`src/rtl/m_ask_modulator.sv`:
```
// M-ASK modulator: groups a serial bit stream into 1/2/3-bit symbols and
// scales a DDS sine carrier by (symbol+1)/2^k around mid-scale.
module m_ask_modulator #(
    parameter int BIT_DIV    = 25000,
    parameter int PHASE_W    = 32,
    parameter int LUT_ADDR_W = 8,
    parameter int OUT_W      = 8
) (
    input  logic               clk,
    input  logic               rst,
    input  logic               en,
    input  logic               message,
    input  logic [1:0]         mode,
    input  logic [PHASE_W-1:0] phase_inc,
    output logic [OUT_W-1:0]   modulated,
    output logic [2:0]         symbol,
    output logic               sym_valid,
    output logic               bit_tick
);
    localparam int CNT_W  = (BIT_DIV > 1) ? $clog2(BIT_DIV) : 1;
    localparam int LUT_N  = 1 << LUT_ADDR_W;
    localparam int PROD_W = OUT_W + 4;
    localparam logic [OUT_W-1:0] MID = {1'b1, {(OUT_W-1){1'b0}}};

    logic [PHASE_W-1:0]       r_phaseAcc;
    logic [CNT_W-1:0]         r_bitCnt;
    logic [1:0]               r_bitsInSym;
    logic [1:0]               r_shift;
    logic [1:0]               r_activeK;
    logic [1:0]               r_symK;
    logic [2:0]               r_symbol;
    logic                     r_symValid;
    logic signed [OUT_W-1:0]  r_lutQ;
    logic signed [PROD_W-1:0] r_prod;
    logic [1:0]               r_prodK;
    logic [OUT_W-1:0]         r_modulated;

    logic                     w_bitTick;
    logic                     w_lastBit;
    logic [2:0]               w_assembled;
    logic [1:0]               w_nextK;
    logic [LUT_ADDR_W-1:0]    w_lutAddr;
    logic [3:0]               w_amp;
    logic signed [PROD_W-1:0] w_lutExt;
    logic signed [PROD_W-1:0] w_ampExt;
    logic signed [PROD_W-1:0] w_prodFull;
    logic [OUT_W-1:0]         w_shifted;

    // Sine table built at elaboration, rounded half away from zero.
    logic signed [OUT_W-1:0] w_lut [LUT_N];
    for (genvar i = 0; i < LUT_N; i++) begin : g_lut
        localparam real    ANGLE  = 2.0 * 3.14159265358979323846 * i / LUT_N;
        localparam real    SCALED = ((2.0 ** (OUT_W - 1)) - 1.0) * $sin(ANGLE);
        localparam integer VALUE  = (SCALED >= 0.0) ? $rtoi(SCALED + 0.5)
                                                    : -$rtoi(0.5 - SCALED);
        assign w_lut[i] = OUT_W'(VALUE);
    end

    assign w_bitTick = en && (r_bitCnt == CNT_W'(BIT_DIV - 1));
    assign w_lastBit = (r_bitsInSym == (r_activeK - 2'd1));
    assign w_nextK   = (mode == 2'd3) ? 2'd2 : mode + 2'd1;

    // The bit arriving now completes the symbol, so it joins the held bits directly.
    always_comb begin
        w_assembled = {2'b00, message};
        case (r_activeK)
            2'd2:    w_assembled = {1'b0, r_shift[0], message};
            2'd3:    w_assembled = {r_shift, message};
            default: w_assembled = {2'b00, message};
        endcase
    end

    always_ff @(posedge clk or negedge rst) begin
        if (!rst) begin
            r_phaseAcc <= '0;
        end else if (en) begin
            r_phaseAcc <= r_phaseAcc + phase_inc;
        end
    end

    // r_symK remembers the width a symbol was built with, since mode may already be new.
    always_ff @(posedge clk or negedge rst) begin
        if (!rst) begin
            r_bitCnt    <= '0;
            r_bitsInSym <= '0;
            r_shift     <= '0;
            r_activeK   <= 2'd2;
            r_symK      <= 2'd2;
            r_symbol    <= '0;
            r_symValid  <= 1'b0;
        end else begin
            r_symValid <= 1'b0;
            if (w_bitTick) begin
                r_bitCnt <= '0;
                r_shift  <= {r_shift[0], message};
                if (w_lastBit) begin
                    r_symbol    <= w_assembled;
                    r_symK      <= r_activeK;
                    r_activeK   <= w_nextK;
                    r_bitsInSym <= '0;
                    r_symValid  <= 1'b1;
                end else begin
                    r_bitsInSym <= r_bitsInSym + 2'd1;
                end
            end else if (en) begin
                r_bitCnt <= r_bitCnt + CNT_W'(1);
            end
        end
    end

    assign w_lutAddr  = r_phaseAcc[PHASE_W-1 -: LUT_ADDR_W];
    assign w_amp      = {1'b0, r_symbol} + 4'd1;
    assign w_lutExt   = {{(PROD_W-OUT_W){r_lutQ[OUT_W-1]}}, r_lutQ};
    assign w_ampExt   = {{(PROD_W-4){1'b0}}, w_amp};
    assign w_prodFull = w_lutExt * w_ampExt;
    assign w_shifted  = OUT_W'(r_prod >>> r_prodK);

    // Three-stage datapath keeps running while disabled so it drains cleanly.
    always_ff @(posedge clk or negedge rst) begin
        if (!rst) begin
            r_lutQ      <= '0;
            r_prod      <= '0;
            r_prodK     <= 2'd2;
            r_modulated <= MID;
        end else begin
            r_lutQ      <= w_lut[w_lutAddr];
            r_prod      <= w_prodFull;
            r_prodK     <= r_symK;
            r_modulated <= en ? (w_shifted + MID) : MID;
        end
    end

    assign modulated = r_modulated;
    assign symbol    = r_symbol;
    assign sym_valid = r_symValid;
    assign bit_tick  = w_bitTick;

endmodule
```
`config.mk`:
```
export PLATFORM = sky130hd
export DESIGN_NAME = m_ask_modulator
export DESIGN_NICKNAME = d
export VERILOG_FILES = /design/src/rtl/m_ask_modulator.sv
export SDC_FILE = /design/constraint.sdc
export NUM_CORES = 1
export LEC_CHECK = 0
export ABC_AREA = 1
export BUFFER_PORTS_ARGS = -buffer_cell sky130_fd_sc_hd__buf_2
export CAP_MARGIN = 20
export CORE_MARGIN = 10
export CORE_UTILIZATION = 35
export DETAILED_ROUTE_END_ITERATION = 7
export PLACE_DENSITY = 0.47
export SETUP_SLACK_MARGIN = 0.3
export SYNTH_ARGS = -nofsm -noshare
export SYNTH_HDL_FRONTEND = slang
export SYNTH_SLANG_ARGS = --single-unit
```
`constraint.sdc`:
```
create_clock -name clk -period 9.2 [get_ports clk]
set_input_delay 1.84 -clock clk [delete_from_list [all_inputs] [get_ports clk]]
set_output_delay 1.84 -clock clk [all_outputs]
set_load 0.01 [all_outputs]
```
After elaboration in Yosys (flattened, before gate mapping). Memory sizes are Yosys's and may differ from the RTL's. A register that Yosys moved wholly into a read port is not among the register bits. Index checks and enable logic that the tools add are counted.

Memories: 1. Bits in read-only memories: 2048. Bits of input ports: 38. Register bits after elaboration: 81.

Memory list: (name not given) (words 256, bits a word 8, rd ports 1, clocked after memory_dff 1, wr ports 0, line 126) `r_lutQ <= w_lut[w_lutAddr];`.

Shift-type cells: 1. Equal/unequal tests: 5. Muxes and demuxes: 8. Add/subtract/negate cells: 7. Multipliers: 1. Bitwise logic cells: 1. Reductions and logical operators: 4.

Operator list (count): adder 32 bit (1); two-way mux 15 bit (2); adder 15 x 1 -> 15 bit (second input constant) (1); equality test 15 bit (second input constant) (1); multiplier 8 x 5 -> 12 bit (1); >>> shifter 12 x 2 -> 8 bit (1); inverter 8 -> 9 bit (1); adder 8 bit (second input constant) (1); two-way mux 8 bit (1); equality test 2 bit (second input constant) (3); one-hot mux 3 bit (2 select lines) (1); adder 2 x 1 -> 2 bit (second input constant) (2); adder 3 x 1 -> 4 bit (second input constant) (1); two-way mux 2 bit (2); equality test 2 bit (1); two-way mux 1 bit (2); AND reduction 2 bit (1); nonzero test 2 bit (1); subtractor 2 x 1 -> 2 bit (second input constant) (1); logical AND 1 bit (1); logical NOT 1 bit (1).

Longest topological paths before layout.
Word-level depth: 4. Depth in mapped cells: 15. Gate-level depth less buffers: 15.

Worst setup path after synthesis. OpenSTA, ideal clock, no wires.

Path kind: input port to output port. From: input port en. To: output port bit_tick. Data arrival time: 2472 ps. Path slack: 4888 ps. Path buffers: 0. Cell stages on the path: 4. Required time: 7360 ps. Cells stage by stage: nand4_1 -> nor4_1 -> nand2_2 -> inv_1.

Cells in the longest elaborated chain, start to end: 1.

RTL lines: start: declaration (line 11) `input logic en,`; logical AND 1 bit (line 59) `assign w_bitTick = en && (r_bitCnt == CNT_W'(BIT_DIV - 1));`; end: declaration (line 18) `output logic bit_tick`.

No other way between the ends.

Worst setup path in the final report. Same ends and word-level chain as after synthesis.

==> flow_summary.yaml <==
floorplanning:
  die_h_microns: 177
  die_w_microns: 177
  coreArea_sq_um: 24200
  dieArea_sq_um: 31300
  initial_core_util_pct: 35.5
  ioPinCount: 51
  rows: 57
drt:
  met1_length_microns: 12900
  drt_first_pass_iters: 5
  viasPerCell: 4.81
  top_layer_used: "met4"
  vias: 8255
  drc: 0
  routed-wl-met2_microns: 10700
  wl_microns: 25200
  drt_iter0_markers: 677
  wl_per_cell_microns: 14.7
  dr_wl_met3_microns: 1100
  final_antenna_net_count: 0
power_and_ir_drop:
  p_comb_share_pct: 65.6
  p_total_w: 0.00306
  power_switching_w: 0.00168
  switching_share_pct: 54.8
  p_int_w: 0.00138
  power_frac_clock_pct: 12.3
  seqPwrFrac_pct: 22.1
  cellLeakagePower_nw: 5.24
  powerDensity_nw_per_um2: 324
  max-vdd-ir-drop_v: 0.000147
clock_tree:
  clkSinkCount: 88
  post_cts_buffers: 0
  ctsLongestPathBuffers: 2
  ctsHoldBuffers: 0
  clk_pin_slew_ps: 70
  cts_root_buf: "clkbuf_16"
  post_cts_resized: 0
  cts_max_level: 3
  cts_tree: "yes"
  cts_buffers: 9
  worstSkewPairLatency_ps: 350
yosys:
  netlist_area_sq_um: 8620
  synth-seq-cells: 88
  yosysWarningCount: 0
  synth_edf_count: 0
  avgSynthCellArea_sq_um: 6.39
  yosysUniqueCellTypes: 48
  synthArstFlopShare_pct: 100
  yosysSeqAreaShare_pct: 25.6
  synth.net_count: 1469
  syn_inst: 1348
  synth_top_flop_cell: "dfrtp_1"
sta:
  tns_ps: 0
  slew_violations: 0
  setup_viol: 0
  rsz0062_at_grt: "no"
  hold_violations: 0
  setup_ws_ps: 3970
  period_needed_ps: 5230
  tightest_slew_ps: 912
  skew_ps: 9.87
  max_freq_ghz: 0.191
  relSlewSlack_pct: 39.2
  period_share_pct: 56.9
setup_path:
  crit_required_ps: 7360
  critPathArrivalTime_ps: 3390
  start_kind: "input port"
  critPathKind: "input port to primary output"
  path_max_fanout: 40
  end_kind: "primary output"
grt:
  grt_pass1_vias: 7982
  grt-ovfl-total: 0
  grt_max_degree: 72
  grt_pass1_wl_microns: 42200
  track_usage_pct: 16.5
  antenna_found_initial: 0
final_layout:
  multi_input_area_sq_um: 5410
  final_common_cell: "nand2_1"
  area_growth_syn_to_layout_pct: 9.69
  antennaDiodeCount: 0
  fin_area_sq_um: 9450
  final_cell_mix: "nand2_1, inv_1, nor2_1, nand3_1, dfrtp_1"
  drive_gt1_share_pct: 8.20
  nets: 1507
  fillers: 2640
  register_area_sq_um: 2210
placement:
  dpl.hpwl_microns: 19300
  place_congestion: 0.873
  place_ws_ps: 3920
  placed_cell_area_sq_um: 9150
  portBuffers: 50
min_path:
  hold_path_class: "register to register"
job:
  max_cap_violations: 0
run_status:
  status: "finished clean"
## state kept, by name, indices dropped and copies added, names as in the netlist, 3 cells and up
signal      flops
r_prod         11
r_phaseAcc     32
symbol          3
r_lutQ          8
modulated       8
r_bitCnt       15
## per-stage QoR
step | hold WS [ps] | cells | util, %
after floorplan | 354 | 1348 | -
final | 372 | 1715 | 39.0
after detailed placement | 364 | 1699 | 37.7
after global routing | 374 | 1715 | 39.0
after CTS | 370 | 1715 | 39.0
after global placement | 364 | 1699 | 37.7
## cell usage after synthesis (5+ instances only)
cell,count,area share [%]
a21oi_1,56,3.3
a31oi_1,10,0.73
buf_2,7,0.41
buf_4,5,0.44
clkbuf_1,12,0.52
dfrtp_1,84,24
fa_1,15,3.5
ha_1,68,9.9
inv_1,207,9.0
inv_2,11,0.48
nand2_1,461,20
nand2_2,5,0.36
nand3_1,95,5.5
nand3b_1,9,0.78
nand4_1,17,1.2
nor2_1,102,4.4
nor3_1,8,0.46
o211ai_1,8,0.70
o21ai_0,59,3.4
o21ai_1,26,1.5
xnor2_1,13,1.3
xor2_1,12,1.2
## layer usage
metal | up-vias | track usage, %
li1 | 4338 | -
met1 | 3703 | 23.7
met2 | 183 | 25.1
met3 | 31 | 2.26
met4 | 0 | 5.01
met5 | - | 0
## power groups by stage
stage | Sequential [W] | Combinational [W] | Clock (W)
after floorplan | 0.000623 | 0.00153 | 0
after global placement | 0.000682 | 0.00200 | 0
after detailed placement | 0.000681 | 0.00198 | 0
after CTS | 0.000675 | 0.00199 | 0.000394
after global routing | 0.000697 | 0.00230 | 0.000405
final | 0.000674 | 0.00201 | 0.000377
## cell type report
type / instances / area share [%]
Clock buffer: 9 / 2.38
Clock inverter: 7 / 0.768
Inverter: 222 / 8.82
Multi-Input combinational cell: 1009 / 57.2
Sequential cell: 88 / 23.4
Tap cell: 324 / 4.29
Timing Repair Buffer: 56 / 3.15
## path summary, 6_finish.rpt
kind                       slack (ps)             to       from  cells after the start
max                              3970       bit_tick         en                      6
min                               370     r_prodK[1]  r_symK[1]                      0
max reg2reg                      5170     r_prod[10]  symbol[0]                     14
min reg2reg                       370     r_prodK[1]  r_symK[1]                      0
max in group asynchronous        6650   r_bitCnt[14]        rst                      2
min in group asynchronous        1350  r_phaseAcc[4]        rst                      1
## critical path: stages
cell and delay, ps:
buf_2 580, nand4_1 160, nor4_1 280, nand2_2 220, inv_1 150, buf_2 150
## cells by family after synthesis
| family | Yosys count | share of synthesized area (%) |
|---|---|---|
| AND/OR/NAND/NOR | 724 | 35.6 |
| AO/OA/AOI/OAI | 175 | 11.0 |
| buffers and inverters | 251 | 11.6 |
| XOR/XNOR | 26 | 2.73 |
| flip-flops | 88 | 25.6 |
| multiplexers | 1 | 0.116 |
| adder cells (fa/ha/maj) | 83 | 13.4 |
Note: power is estimated with default switching activity, not from simulation.
